==> src/rtl/branch_update_queue.sv <==
// Commit-to-predictor branch update FIFO (circular buffer, drop counter).
// Optional zero-latency bypass on an empty queue: define BRQ_BYPASS_EN.
`ifndef ADDR_LEN
`define ADDR_LEN 32
`endif
`ifndef GSH_BHR_LEN
`define GSH_BHR_LEN 10
`endif

module branch_update_queue #(
  parameter int DEPTH = 4,
  parameter int PTR_W = 2
) (
  input  logic                    clk,
  input  logic                    reset,
  input  logic                    combranch,
  input  logic [`ADDR_LEN-1:0]    pc_combranch,
  input  logic [`GSH_BHR_LEN-1:0] bhr_combranch,
  input  logic                    brcond_combranch,
  input  logic [`ADDR_LEN-1:0]    jmpaddr_combranch,
  output logic                    upd_valid,
  input  logic                    upd_ready,
  output logic [`ADDR_LEN-1:0]    upd_pc,
  output logic [`GSH_BHR_LEN-1:0] upd_bhr,
  output logic                    upd_taken,
  output logic [`ADDR_LEN-1:0]    upd_target,
  output logic                    brq_afull,
  output logic [PTR_W:0]          brq_count,
  output logic [15:0]             drop_cnt
);

  localparam logic [PTR_W:0] LP_FULL  = (PTR_W+1)'(DEPTH);
  localparam logic [PTR_W:0] LP_AFULL = (PTR_W+1)'(DEPTH - 1);

  logic [`ADDR_LEN-1:0]    r_pc     [DEPTH];
  logic [`GSH_BHR_LEN-1:0] r_bhr    [DEPTH];
  logic                    r_taken  [DEPTH];
  logic [`ADDR_LEN-1:0]    r_target [DEPTH];

  logic [PTR_W-1:0] r_head;
  logic [PTR_W-1:0] r_tail;
  logic [PTR_W:0]   r_count;
  logic [15:0]      r_drop;

  logic w_empty;
  logic w_full;
  logic w_byp;
  logic w_deq;
  logic w_enq;
  logic w_drop;

  always_comb begin
    w_empty = (r_count == '0);
    w_full  = (r_count == LP_FULL);
`ifdef BRQ_BYPASS_EN
    w_byp   = !reset && combranch && w_empty && upd_ready;
`else
    w_byp   = 1'b0;
`endif
    w_deq   = !w_empty && upd_ready;
    w_enq   = combranch && !w_byp && (!w_full || w_deq);
    w_drop  = combranch && w_full && !w_deq;
  end

  // A bypassed branch is consumed directly and never touches storage.
  always_comb begin
`ifdef BRQ_BYPASS_EN
    upd_valid  = !w_empty || w_byp;
    upd_pc     = w_byp ? pc_combranch      : r_pc[r_head];
    upd_bhr    = w_byp ? bhr_combranch     : r_bhr[r_head];
    upd_taken  = w_byp ? brcond_combranch  : r_taken[r_head];
    upd_target = w_byp ? jmpaddr_combranch : r_target[r_head];
`else
    upd_valid  = !w_empty;
    upd_pc     = r_pc[r_head];
    upd_bhr    = r_bhr[r_head];
    upd_taken  = r_taken[r_head];
    upd_target = r_target[r_head];
`endif
    brq_afull  = (r_count >= LP_AFULL);
    brq_count  = r_count;
    drop_cnt   = r_drop;
  end

  always_ff @(posedge clk) begin
    if (reset) begin
      r_head  <= '0;
      r_tail  <= '0;
      r_count <= '0;
      r_drop  <= '0;
    end else begin
      if (w_enq)
        r_tail <= r_tail + 1'b1;
      if (w_deq)
        r_head <= r_head + 1'b1;
      case ({w_enq, w_deq})
        2'b10:   r_count <= r_count + 1'b1;
        2'b01:   r_count <= r_count - 1'b1;
        default: r_count <= r_count;
      endcase
      if (w_drop && (r_drop != 16'hFFFF))
        r_drop <= r_drop + 16'd1;
    end
  end

  always_ff @(posedge clk) begin
    if (!reset && w_enq) begin
      r_pc[r_tail]     <= pc_combranch;
      r_bhr[r_tail]    <= bhr_combranch;
      r_taken[r_tail]  <= brcond_combranch;
      r_target[r_tail] <= jmpaddr_combranch;
    end
  end

endmodule

==> config.mk <==
export PLATFORM = sky130hd
export DESIGN_NAME = branch_update_queue
export DESIGN_NICKNAME = d
export VERILOG_FILES = /design/src/rtl/branch_update_queue.sv
export SDC_FILE = /design/constraint.sdc
export NUM_CORES = 1
export LEC_CHECK = 0
export ABC_AREA = 0
export CORE_ASPECT_RATIO = 1.5
export CORE_UTILIZATION = 40
export DETAILED_ROUTE_END_ITERATION = 10
export PLACE_DENSITY = 0.58
export SLEW_MARGIN = 5
export SYNTH_ARGS = -nofsm -noshare
export SYNTH_HDL_FRONTEND = slang
export SYNTH_SLANG_ARGS = --single-unit
==> constraint.sdc <==
create_clock -name clk -period 3.7 [get_ports clk]
set_input_delay 0.555 -clock clk [delete_from_list [all_inputs] [get_ports clk]]
set_output_delay 0.555 -clock clk [all_outputs]
set_load 0.02 [all_outputs]
**After elaboration in Yosys (flattened, before gate mapping)**

Memories as Yosys holds them, arrays and structs flattened. A register that Yosys moved wholly into a read port is not among the register bits.
Cells that the tools add are included.

- Bits of input ports: 79
- Flip-flop bits (word level): 23
- Logic and storage cells: 42
- Memories: 4
- Output and inout bits: 96
- Memory bits (writable): 300

- Reduce and logical (&&, ||, !) cells: 13
- Add/sub/neg operators: 5
- Order comparisons: 1
- Eq/ne operators: 4
- Mux-type cells: 11

Memories:

| memory | words | bits a word | rd ports | clocked after memory_dff | write ports | RTL line | text |
|---|---|---|---|---|---|---|---|
| r_pc | 4 | 32 | 1 | 1 | 1 | 35 | `` logic [`ADDR_LEN-1:0] r_pc [DEPTH]; `` |
| r_target | 4 | 32 | 1 | 1 | 1 | 38 | `` logic [`ADDR_LEN-1:0] r_target [DEPTH]; `` |
| r_bhr | 4 | 10 | 1 | 1 | 1 | 36 | `` logic [`GSH_BHR_LEN-1:0] r_bhr [DEPTH]; `` |
| r_taken | 4 | 1 | 1 | 1 | 1 | 37 | `logic r_taken [DEPTH];` |

Operator list:

| operator | number |
|---|---|
| adder 16 x 1 -> 16 bit, second input constant | 1 |
| 2-to-1 mux 2 bit | 8 |
| inequality test 16 bit, second input constant | 1 |
| logical AND 1 bit | 6 |
| case mux 3 bit (2 select lines) | 1 |
| adder 2 x 1 -> 2 bit, second input constant | 2 |
| zero test 1 bit | 4 |
| adder 3 x 1 -> 3 bit, second input constant | 1 |
| == test 3 bit, second input constant | 1 |
| greater-or-equal comparator 3 x 2 -> 1 bit, second input constant | 1 |
| zero test 3 bit | 1 |
| subtractor 3 x 1 -> 3 bit, second input constant | 1 |
| == test 2 x 1 -> 1 bit, second input constant | 1 |
| == test 2 bit, second input constant | 1 |
| 2-to-1 mux 1 bit | 2 |
| nonzero test 2 bit | 1 |
| logical OR 1 bit | 1 |

**Logic depth before layout (Yosys ltp)**

Gate-level depths: netlist (run 1).

- Word-level depth: 8
- Mapped depth: 7
- Gate-level depth less buffers: 6

**Worst setup path before layout (run 1)**

Ideal clock, no wire load.

- Path kind: flip-flop to flip-flop
- From: register r_count[1], in the netlist brq_count[1]
- To: memory r_bhr[0][0] (netlist bit) (enable)
- Path buffers: 0
- Clock period less this slack: 3.263 ns
- Setup time: 0.442 ns
- Required time: 3.258 ns
- Stages on the path, launching flop included: 5
- Slack: 0.437 ns
- Data arrival time: 2.822 ns
- Path through: dfxtp_1 -> nor4b_4 -> nand2b_1 -> nor2_1 -> and2_1

- Word-level cells in the longest chain between the ends: 8
- Elaborated cells between the ends (all ways): 10
- Those cells by class: eq/ne (1); mux (2); reduce/logical (7)

Ends and longest elaborated chain:

| what | RTL line | text |
|---|---|---|
| start, declared | 42 | `logic [PTR_W:0] r_count;` |
| start signal, assigned | 97 | `2'b10: r_count <= r_count + 1'b1;` |
| start signal, assigned | 98 | `2'b01: r_count <= r_count - 1'b1;` |
| start signal, assigned | 99 | `default: r_count <= r_count;` |
| zero test 3 bit | 53 | `w_empty = (r_count == '0);` |
| zero test 1 bit | 60 | `w_deq = !w_empty && upd_ready;` |
| logical AND 1 bit | 60 |  |
| logical OR 1 bit * | 61 | `w_enq = combranch && !w_byp && (!w_full \|\| w_deq);` |
| logical AND 1 bit * | 61 |  |
| logical AND 1 bit * | 107 | `if (!reset && w_enq) begin` |
| 2-to-1 mux 1 bit * | 107 |  |
| 2-to-1 mux 1 bit (implied by the code) * | 109 | `r_bhr[r_tail] <= bhr_combranch;` |
| end, declared | 36 |  |

Every way passes the cells marked *; elsewhere a longest branch is shown, timed or not.

==> insert_results.sql, run 1 <==
INSERT INTO impl_metrics (metric_group, metric, value, unit) VALUES
('status', 'outcome', 'finished clean', ''),
('final_layout', 'finalInstanceArea', '15500', 'µm²'),
('final_layout', 'final_layout_size_suffix_gt1_frac', '0.191', ''),
('clock_network', 'holdBufCountCts', '0', ''),
('clock_network', 'cts_max_level', '1', ''),
('synth', 'ys_top_cells_by_area', 'edfxtp_1 (74%), mux4_2 (14%), dfxtp_1 (4.1%), mux2_2 (0.74%), nor2_1 (0.55%)', ''),
('route', 'wirelength_met1', '9.46', 'mm'),
('route', 'vias_per_cell', '5.20', ''),
('setup_path', 'timing.critical_path.fanout_max', '48', ''),
('timing', 'timing_worst_slew_pin_value', '0.529', 'ns'),
('synth', 'synth_largest_area_cell', 'edfxtp_1', ''),
('die', 'die_width', '145', 'µm'),
('synth', 'postSynthNetCount', '636', ''),
('die', 'initial_core_util', '0.409', ''),
('placement', 'hpwl', '16.3', 'mm'),
('die', 'design.die.area', '31200', 'µm²'),
('job', 'maxCapViolCount', '0', ''),
('global_route', 'globalRouteOverflowTotal', '0', ''),
('global_route', 'grt_antenna_before_repair', '2', ''),
('setup_path', 'worstSetupPathType', 'reg2out', ''),
('clock_network', 'setup_buffers_after_cts', '0', ''),
('synth', 'area_share_of_the_largest_cell_type_after_synthesis', '0.739', ''),
('synth', 'synth.yosys.seq_area_share', '0.780', ''),
('clock_network', 'clock_sinks', '325', ''),
('die', 'num_rows', '77', ''),
('power', 'vdd.ir_drop.worst', '0.299', 'mV'),
('route', 'initialDrtViolationCount', '278', ''),
('timing', 'final.period_utilization', '0.843', ''),
('synth', 'postSynthRegisterBits', '325', ''),
('synth', 'synthesis.area_per_instance', '22.1', 'µm²'),
('clock_network', 'postCtsResizedCells', '0', ''),
('power', 'cellLeakagePower', '4.88', 'nW'),
('route', 'wl_met2', '14.0', 'mm'),
('final_layout', 'final_core_utilization', '0.521', ''),
('route', 'route.antenna.remaining_nets', '0', ''),
('clock_network', 'clkTransAtPathRegs', '0.07', 'ns'),
('timing', 'final_period_minus_worst_setup_slack', '3.12', 'ns'),
('power', 'power-per-cell-area', '582', 'nW/µm²'),
('die', 'io-pin-count', '175', ''),
('clock_network', 'clock_insertion_delay_worst_skew', '0.54', 'ns'),
('synth', 'postSynth.asyncResetShare', '0', ''),
('timing', 'max_freq', '321', 'MHz'),
('clock_network', 'cts_tree', 'done', ''),
('timing', 'setup_repair_after_global_routing_missed_its_margin', 'no', ''),
('timing', 'final.setup_skew', '0.0107', 'ns'),
('clock_network', 'cts-root-buf', 'clkbuf_16', ''),
('setup_path', 'slowest_stage', 'dfxtp_4', ''),
('global_route', 'grt_first_pass_wirelength', '38.3', 'mm'),
('setup_path', 'path_cells', 'buf_12 -> mux4_2 -> clkdlybuf4s50_1', ''),
('setup_path', 'data_arrival_time_of_the_critical_path', '2.56', 'ns'),
('setup_path', 'crit_path_start_kind', 'register', ''),
('route', 'met3_wirelength', '1.24', 'mm'),
('synth', 'most_used_flip_flop_cell_after_synthesis', 'edfxtp_1', ''),
('timing', 'timing.final.ws_setup', '0.581', 'ns'),
('final_layout', 'final-instance-count-excl-fill', '1167', ''),
('route', 'topRoutingLayerUsed', 'met5', ''),
('global_route', 'grt_usage', '0.166', ''),
('synth', 'netlist_area', '12200', 'µm²'),
('route', 'number_of_vias_after_detailed_routing', '6064', ''),
('die', 'floorplan.die.height', '216', 'µm'),
('setup_path', 'worstPathRequired', '3.14', 'ns'),
('route', 'drcViolationCount', '0', ''),
('placement', 'placed_cell_area', '14500', 'µm²'),
('setup_path', 'kind_of_end_point_of_the_critical_path', 'output port', ''),
('power', 'power', '9.04', 'mW'),
('clock_network', 'cts-buffers-inserted', '29', ''),
('global_route', 'maximum_number_of_pins_on_one_net_before_global_route_repair', '51', ''),
('timing', 'final.hold.worst_slack', '0.536', 'ns'),
('timing', 'final_hold_viol_count', '0', ''),
('timing', 'finalSetupViolCount', '0', ''),
('clock_network', 'cts-root-to-sink-buffers', '3', '');
-- report_power, final --
| part | total, mW | leakage (nW) | internal [mW] | switching [mW] |
|---|---|---|---|---|
| clock network | 3.11 | 0.475 | 1.85 | 1.27 |
| logic | 1.70 | 1.48 | 0.872 | 0.826 |
| registers | 4.23 | 2.93 | 4.16 | 0.0668 |
| total | 9.04 | 4.88 | 6.88 | 2.16 |
-- cell usage after synthesis, drive strengths merged, types with 4 or more instances --
library cell    n
inv             7
nand2           8
mux2            8
ha              5
clkbuf         10
a211oi          4
or4             5
and2            8
o31ai           4
nor2b           7
nor2           18
buf            13
mux4           75
edfxtp        300
a21oi           8
dfxtp          25
nand3           5
-- layout by cell type (no fill, tap or decap), types with 3 or more instances in the layout --
master,synthesis,routed
edfxtp_1,300,300
clkdlybuf4s50_1,0,174
mux4_2,75,75
clkbuf_16,0,29
dfxtp_1,25,23
nor2_1,18,18
clkinv_1,0,10
buf_4,0,10
nand2_1,8,8
mux2_2,8,8
a21oi_1,8,8
inv_1,7,7
nor2b_1,7,7
bufinv_16,0,6
buf_12,0,6
nand3_1,5,5
or4_1,5,5
ha_1,5,5
and2_4,0,4
and2_1,8,4
a211oi_1,4,4
o31ai_1,4,4
clkbuf_1,10,4
nand2b_1,3,3
and3_1,3,3
a31oi_1,3,3
-- cell families (layout without fill, tap and decap cells) --
family,count (synthesis),count (layout),synth area share
xor+xnor,4,4,0.00287
compound gates,30,30,0.0172
mux,85,85,0.148
fa+ha+maj,6,6,0.00677
other cells,0,1,0
buf+inv,30,250,0.0108
flops,325,325,0.780
simple gates,71,71,0.0347
-- critical path: cells and delay by family, from the launching register on --
kind | cells | cell delay, ns
buffers and inverters | 2 | 0.91
muxes | 1 | 0.41
DFF | 1 | 0.64
-- worst paths after layout --
check | endpoint | depth (start not counted) | slack, ns | from
max | upd_pc[26] | 3 | 0.58 | register
min | drop_cnt[1]$_SDFFE_PP0P_ | 2 | 0.54 | drop_cnt[1]$_SDFFE_PP0P_
max reg2reg | drop_cnt[11]$_SDFFE_PP0P_ | 4 | 1.44 | brq_count[2]$_SDFFE_PP0P_
min reg2reg | drop_cnt[1]$_SDFFE_PP0P_ | 2 | 0.54 | drop_cnt[1]$_SDFFE_PP0P_
-- state kept, by name (all words and copies together), names as in the netlist, named ones only --
| register | count |
|---|---|
| brq_count | 3 |
| drop_cnt | 16 |
| r_bhr | 40 |
| r_head | 2 |
| r_pc | 128 |
| r_tail | 2 |
| r_taken | 4 |
| r_target | 128 |
-- routing by layer --
metal  vias to the layer above  track usage
met5                         -            0
met4                         2       0.0509
met3                        34       0.0335
met2                       152        0.308
met1                      3173        0.188
li1                       2703            -
-- final cells by class --
cell class / count / area share
Inverter: 7 / 0.00169
Antenna cell: 1 / 0.000161
Clock inverter: 20 / 0.0157
Sequential cell: 325 / 0.613
Timing Repair Buffer: 190 / 0.125
Clock buffer: 33 / 0.0477
Tap cell: 395 / 0.0318
Multi-Input combinational cell: 196 / 0.165
Power figures use the tool's default switching activity.
==> run 2: changes to the inputs <==
clock period = 3 ns   (was 3.7 ns; I/O delays follow)
==> insert_results.sql, run 2 (synthesized netlist as in run 1, its figures left out) <==
INSERT INTO impl_metrics (metric_group, metric, value, unit) VALUES
('clock_network', 'setup_buffers_after_cts', '0', ''),
('power', 'vdd.ir_drop.worst', '0.405', 'mV'),
('die', 'num_rows', '77', ''),
('setup_path', 'timing.critical_path.fanout_max', '27', ''),
('die', 'floorplan.die.height', '216', 'µm'),
('die', 'coreArea', '29800', 'µm²'),
('die', 'io-pin-count', '175', ''),
('timing', 'final.setup_skew', '0.00934', 'ns'),
('placement', 'detailedPlace.worstSlack', '0.310', 'ns'),
('timing', 'finalSetupViolCount', '0', ''),
('die', 'die_width', '145', 'µm'),
('placement', 'hpwl', '15.3', 'mm'),
('setup_path', 'kind_of_end_point_of_the_critical_path', 'output port', ''),
('global_route', 'grt_usage', '0.163', ''),
('route', 'number_of_vias_after_detailed_routing', '6003', ''),
('timing', 'final_period_minus_worst_setup_slack', '2.93', 'ns'),
('final_layout', 'area_growth', '27.1', '%'),
('global_route', 'grt_pass1_vias', '6615', ''),
('timing', 'final_hold_viol_count', '0', ''),
('clock_network', 'cts_tree', 'done', ''),
('clock_network', 'clock_insertion_delay_worst_skew', '0.56', 'ns'),
('timing', 'final.period_utilization', '0.978', ''),
('timing', 'max_slew_margin', '0.644', ''),
('setup_path', 'path_cells', 'buf_16 -> mux4_2 -> clkdlybuf4s50_1', ''),
('die', 'initial_core_util', '0.409', ''),
('min_path', 'holdCritPathClass', 'reg2reg', ''),
('route', 'route.antenna.remaining_nets', '0', ''),
('route', 'drcViolationCount', '0', ''),
('setup_path', 'data_arrival_time_of_the_critical_path', '2.48', 'ns'),
('route', 'detail_route.first_pass.iterations', '4', ''),
('power', 'power', '10.8', 'mW'),
('timing', 'timing.final.ws_setup', '0.0650', 'ns'),
('setup_path', 'path_delay_family', 'buffers and inverters', ''),
('timing', 'timing_worst_slew_pin_value', '0.530', 'ns'),
('route', 'vias_per_cell', '5.15', ''),
('power', 'cellLeakagePower', '5.01', 'nW'),
('setup_path', 'crit_path_start_kind', 'register', ''),
('final_layout', 'final_net_count', '833', ''),
('job', 'maxCapViolCount', '0', ''),
('die', 'design.die.area', '31200', 'µm²'),
('global_route', 'maximum_number_of_pins_on_one_net_before_global_route_repair', '53', ''),
('placement', 'place_congestion', '0.867', ''),
('setup_path', 'worstSetupPathType', 'reg2out', ''),
('setup_path', 'slowest_stage', 'clkdlybuf4s50_1', ''),
('route', 'totalWireLength', '24.6', 'mm'),
('final_layout', 'most-common-layout-cells', 'edfxtp_1 (300), clkdlybuf4s50_1 (156), mux4_2 (75)', ''),
('final_layout', 'final.fill_count', '2364', ''),
('timing', 'final.setup.tns', '0', 'ns'),
('final_layout', 'final_layout_size_suffix_gt1_frac', '0.190', ''),
('clock_network', 'clkTransAtPathRegs', '0.07', 'ns'),
('final_layout', 'final_core_utilization', '0.520', ''),
('setup_path', 'worstPathRequired', '2.55', 'ns'),
('clock_network', 'clock_sinks', '325', ''),
('placement', 'port_buffers', '174', ''),
('global_route', 'grt_first_pass_wirelength', '37.5', 'mm'),
('clock_network', 'cts_max_level', '1', ''),
('setup_path', 'critical-path-max-stage-delay', '0.61', 'ns'),
('global_route', 'globalRouteOverflowTotal', '0', ''),
('setup_path', 'critPathBufInv', '2', ''),
('timing', 'final_max_slew_viol_count', '0', ''),
('final_layout', 'final_common_cell', 'edfxtp_1', ''),
('clock_network', 'cts-buffers-inserted', '30', ''),
('power', 'power-per-cell-area', '696', 'nW/µm²'),
('route', 'initialDrtViolationCount', '279', ''),
('status', 'outcome', 'finished clean', ''),
('clock_network', 'cts-root-to-sink-buffers', '3', ''),
('final_layout', 'biggestRegsByFlops', 'r_pc (128), r_target (128), r_bhr (40)', ''),
('timing', 'setup_repair_after_global_routing_missed_its_margin', 'yes', ''),
('timing', 'max_freq', '341', 'MHz'),
('clock_network', 'cts-root-buf', 'clkbuf_16', ''),
('global_route', 'grt_antenna_before_repair', '2', ''),
('route', 'wl_per_cell', '21.1', 'µm');
[run 2: routing by layer]
metal	vias up	share of wire	wire length [µm]	GRT usage
met5	-	0.00069	17	0
met4	2	0.025	613	0.0611
met3	38	0.058	1430	0.0382
met2	163	0.56	13800	0.310
met1	3109	0.35	8680	0.168
li1	2691	-	-	-
[run 2: where the power goes]
part | switching [mW] | leakage, nW | internal [mW]
logic | 1.00 | 1.65 | 1.10
clock network | 1.57 | 0.434 | 1.89
registers | 0.0965 | 2.93 | 5.13
total | 2.66 | 5.01 | 8.12
[run 2: worst reg2reg max path: stages, from the launching register on]
cell and delay (ns):
dfxtp_1 0.47, nor4b_4 0.41, nand4_2 0.33, a2111oi_0 0.51
mux2_2 0.39
[run 2: worst paths after layout]
check | start | depth (start not counted) | slack (ns) | endpoint
worst max-delay path | register | 3 | 0.07 | upd_pc[31]
worst min-delay path | r_head[1]$_SDFFE_PP0N_ | 2 | 0.53 | r_head[1]$_SDFFE_PP0N_
worst max register to register | brq_count[2]$_SDFFE_PP0P_ | 4 | 0.78 | drop_cnt[11]$_SDFFE_PP0P_
worst min register to register | r_head[1]$_SDFFE_PP0N_ | 2 | 0.53 | r_head[1]$_SDFFE_PP0N_
[run 2: layout make-up]
cell class	instances	area, µm²	area share
flip-flops and latches	325	9520	0.614
well taps	395	494	0.0319
clock inverters	13	68.8	0.00444
clock buffers	41	813	0.0525
repair buffers	188	2010	0.130
multi-input cells	196	2560	0.165
inverters	7	26.3	0.00170
diodes	1	2.50	0.000162
[run 2: through the flow]
step           cells  cell area (µm²)  hold slack (ns)
5_1_grt         1165            15500            0.522
6_report        1166            15500            0.529
4_1_cts         1165            15400            0.500
2_1_floorplan    551            12200            0.485
3_5_place_dp    1111            14500            0.513
3_3_place_gp    1111            14500            0.503
[run 2: what timing repair did]
action / 4_1_cts / 5_1_grt
hold buffers: 0 / 0
hold endpoints to repair: 0 / 0
gates resized for setup: 0 / 21
setup endpoints to repair: 0 / 35
==> run 3: changes to the inputs <==
CAP_MARGIN = 20   (was not set)
CTS_CLUSTER_SIZE = 10   (was not set)
==> insert_results.sql, run 3 (synthesized netlist as in run 1, its figures left out) <==
INSERT INTO impl_metrics (metric_group, metric, value, unit) VALUES
('status', 'outcome', 'finished clean', ''),
('die', 'floorplan.die.height', '216', 'µm'),
('setup_path', 'crit_path_start_kind', 'register', ''),
('route', 'detail_route.first_pass.iterations', '4', ''),
('placement', 'detailedPlace.worstSlack', '0.310', 'ns'),
('global_route', 'grt_antenna_before_repair', '2', ''),
('final_layout', 'final_common_cell', 'edfxtp_1', ''),
('placement', 'hpwl', '15.3', 'mm'),
('placement', 'number_of_cells_in_the_design_after_placement', '1111', ''),
('power', 'net-switching-power', '2.69', 'mW'),
('setup_path', 'kind_of_end_point_of_the_critical_path', 'output port', ''),
('die', 'die_width', '145', 'µm'),
('setup_path', 'worstSetupPathType', 'reg2out', ''),
('die', 'coreArea', '29800', 'µm²'),
('final_layout', 'most-common-layout-cells', 'edfxtp_1 (300), clkdlybuf4s50_1 (174), mux4_2 (75)', ''),
('power', 'power-per-cell-area', '728', 'nW/µm²'),
('die', 'design.die.area', '31200', 'µm²'),
('clock_network', 'cts_max_level', '2', ''),
('final_layout', 'multi_input_area', '2560', 'µm²'),
('power', 'vdd.ir_drop.worst', '0.370', 'mV'),
('timing', 'final.setup.tns', '0', 'ns'),
('setup_path', 'critPathBufInv', '2', ''),
('route', 'drcViolationCount', '0', ''),
('route', 'number_of_vias_after_detailed_routing', '6047', ''),
('timing', 'final_period_minus_worst_setup_slack', '2.87', 'ns'),
('min_path', 'holdCritPathClass', 'reg2reg', ''),
('power', 'power.share.sequential', '0.460', ''),
('placement', 'port_buffers', '174', ''),
('global_route', 'globalRouteOverflowTotal', '0', ''),
('setup_path', 'critical-path-max-stage-delay', '0.60', 'ns'),
('die', 'io-pin-count', '175', ''),
('timing', 'final.setup_skew', '0.0107', 'ns'),
('clock_network', 'cts_tree', 'done', ''),
('timing', 'finalSetupViolCount', '0', ''),
('power', 'sw_frac_of_total', '0.237', ''),
('global_route', 'grt_first_pass_wirelength', '37.9', 'mm'),
('die', 'initial_core_util', '0.409', ''),
('clock_network', 'clkTransAtPathRegs', '0.05', 'ns'),
('final_layout', 'final.fill_count', '2353', ''),
('route', 'initialDrtViolationCount', '312', ''),
('final_layout', 'area_growth', '28.2', '%'),
('power', 'p_int', '8.68', 'mW'),
('setup_path', 'worstPathRequired', '2.55', 'ns'),
('clock_network', 'cts-root-buf', 'clkbuf_16', ''),
('clock_network', 'cts-buffers-inserted', '38', ''),
('timing', 'setup_repair_after_global_routing_missed_its_margin', 'no', ''),
('final_layout', 'biggestRegsByFlops', 'r_pc (128), r_target (128), r_bhr (40)', ''),
('final_layout', 'final_net_count', '841', ''),
('setup_path', 'timing.critical_path.fanout_max', '30', ''),
('final_layout', 'final-instance-count-excl-fill', '1167', ''),
('clock_network', 'holdBufCountCts', '0', ''),
('power', 'power', '11.4', 'mW'),
('job', 'maxCapViolCount', '0', ''),
('global_route', 'maximum_number_of_pins_on_one_net_before_global_route_repair', '53', ''),
('timing', 'final_max_slew_viol_count', '0', ''),
('final_layout', 'final_layout_size_suffix_gt1_frac', '0.192', ''),
('timing', 'max_freq', '348', 'MHz'),
('clock_network', 'postCtsResizedCells', '0', ''),
('timing', 'final_hold_viol_count', '0', ''),
('route', 'route.antenna.remaining_nets', '0', ''),
('clock_network', 'clock_sinks', '325', ''),
('die', 'num_rows', '77', ''),
('route', 'wl_per_cell', '21.3', 'µm'),
('route', 'vias_per_cell', '5.18', ''),
('timing', 'timing.final.ws_setup', '0.129', 'ns'),
('global_route', 'grt_pass1_vias', '6658', ''),
('timing', 'max_slew_margin', '0.658', ''),
('timing', 'timing_worst_slew_pin_value', '0.509', 'ns'),
('power', 'cellLeakagePower', '4.93', 'nW'),
('setup_path', 'slowest_stage', 'clkdlybuf4s50_1', ''),
('timing', 'final.period_utilization', '0.957', ''),
('clock_network', 'setup_buffers_after_cts', '0', ''),
('clock_network', 'cts-root-to-sink-buffers', '3', ''),
('power', 'p_clk_frac', '0.356', ''),
('power', 'pwr-share-comb', '0.184', ''),
('setup_path', 'data_arrival_time_of_the_critical_path', '2.42', 'ns'),
('global_route', 'grt_usage', '0.166', ''),
('placement', 'place_congestion', '0.867', ''),
('setup_path', 'path_delay_family', 'buffers and inverters', ''),
('setup_path', 'path_cells', 'buf_12 -> mux4_2 -> clkdlybuf4s50_1', ''),
('route', 'totalWireLength', '24.8', 'mm'),
('clock_network', 'clock_insertion_delay_worst_skew', '0.51', 'ns'),
('final_layout', 'register_area', '9520', 'µm²');
run 3: cell types whose count changed in the layout (fill, tap and decap cells not counted), moves of 2 or more:
cell,delta
buf_12,+2
buf_16,-2
clkbuf_1,+3
clkbuf_16,+10
clkdlybuf4s50_1,+18
clkinv_1,-4
clkinv_2,-7
dlymetal6s2s_1,-18
run 3: layer usage:
metal  track usage  part of all wire  vias up  routed length [µm]
met5             0           0.00069        -                  17
met4        0.0663             0.030        2                 735
met3        0.0415             0.053       53                1310
met2         0.310              0.56      168               13800
met1         0.173              0.36     3118                8980
li1              -                 -     2706                   -
run 3: final cells by class:
class,count,area share
diodes,1,0.000160
clock buffers,54,0.0688
clock inverters,1,0.000400
inverters,7,0.00168
multi-input cells,196,0.164
flip-flops and latches,325,0.609
well taps,395,0.0316
repair buffers,188,0.125
run 3: path summary, 6_finish.rpt:
kind | from | end | slack, ns | depth (start not counted)
worst min register to register | r_head[1]$_SDFFE_PP0N_ | r_head[1]$_SDFFE_PP0N_ | 0.53 | 2
worst min-delay path | r_head[1]$_SDFFE_PP0N_ | r_head[1]$_SDFFE_PP0N_ | 0.53 | 2
worst max register to register | brq_count[2]$_SDFFE_PP0P_ | drop_cnt[11]$_SDFFE_PP0P_ | 0.79 | 4
worst max-delay path | register | upd_pc[8] | 0.13 | 3
run 3: power by group through the flow:
stage | Sequential [mW] | Clock (mW) | Combinational (mW)
3_3_place_gp | 5.31 | 0 | 2.12
5_1_grt | 5.25 | 4.33 | 2.23
6_report | 5.23 | 4.05 | 2.10
2_1_floorplan | 5.29 | 0 | 1.20
3_5_place_dp | 5.33 | 0 | 2.14
4_1_cts | 5.24 | 4.17 | 2.15
run 3: worst reg2reg max path, delay by kind of cell (launching register included):
kind             cells  cell delay [ns]
AND/OR/NAND/NOR      2             0.74
flip-flops           1             0.47
multiplexers         1             0.39
AO/OA/AOI/OAI        1             0.51
run 3: per-stage QoR:
step           utilization  area [µm²]  hold WS, ns
6_report             0.525       15600        0.530
5_1_grt              0.525       15600        0.541
4_1_cts              0.525       15600        0.525
3_5_place_dp         0.489       14500        0.513
3_3_place_gp         0.489       14500        0.503
2_1_floorplan            -       12200        0.485
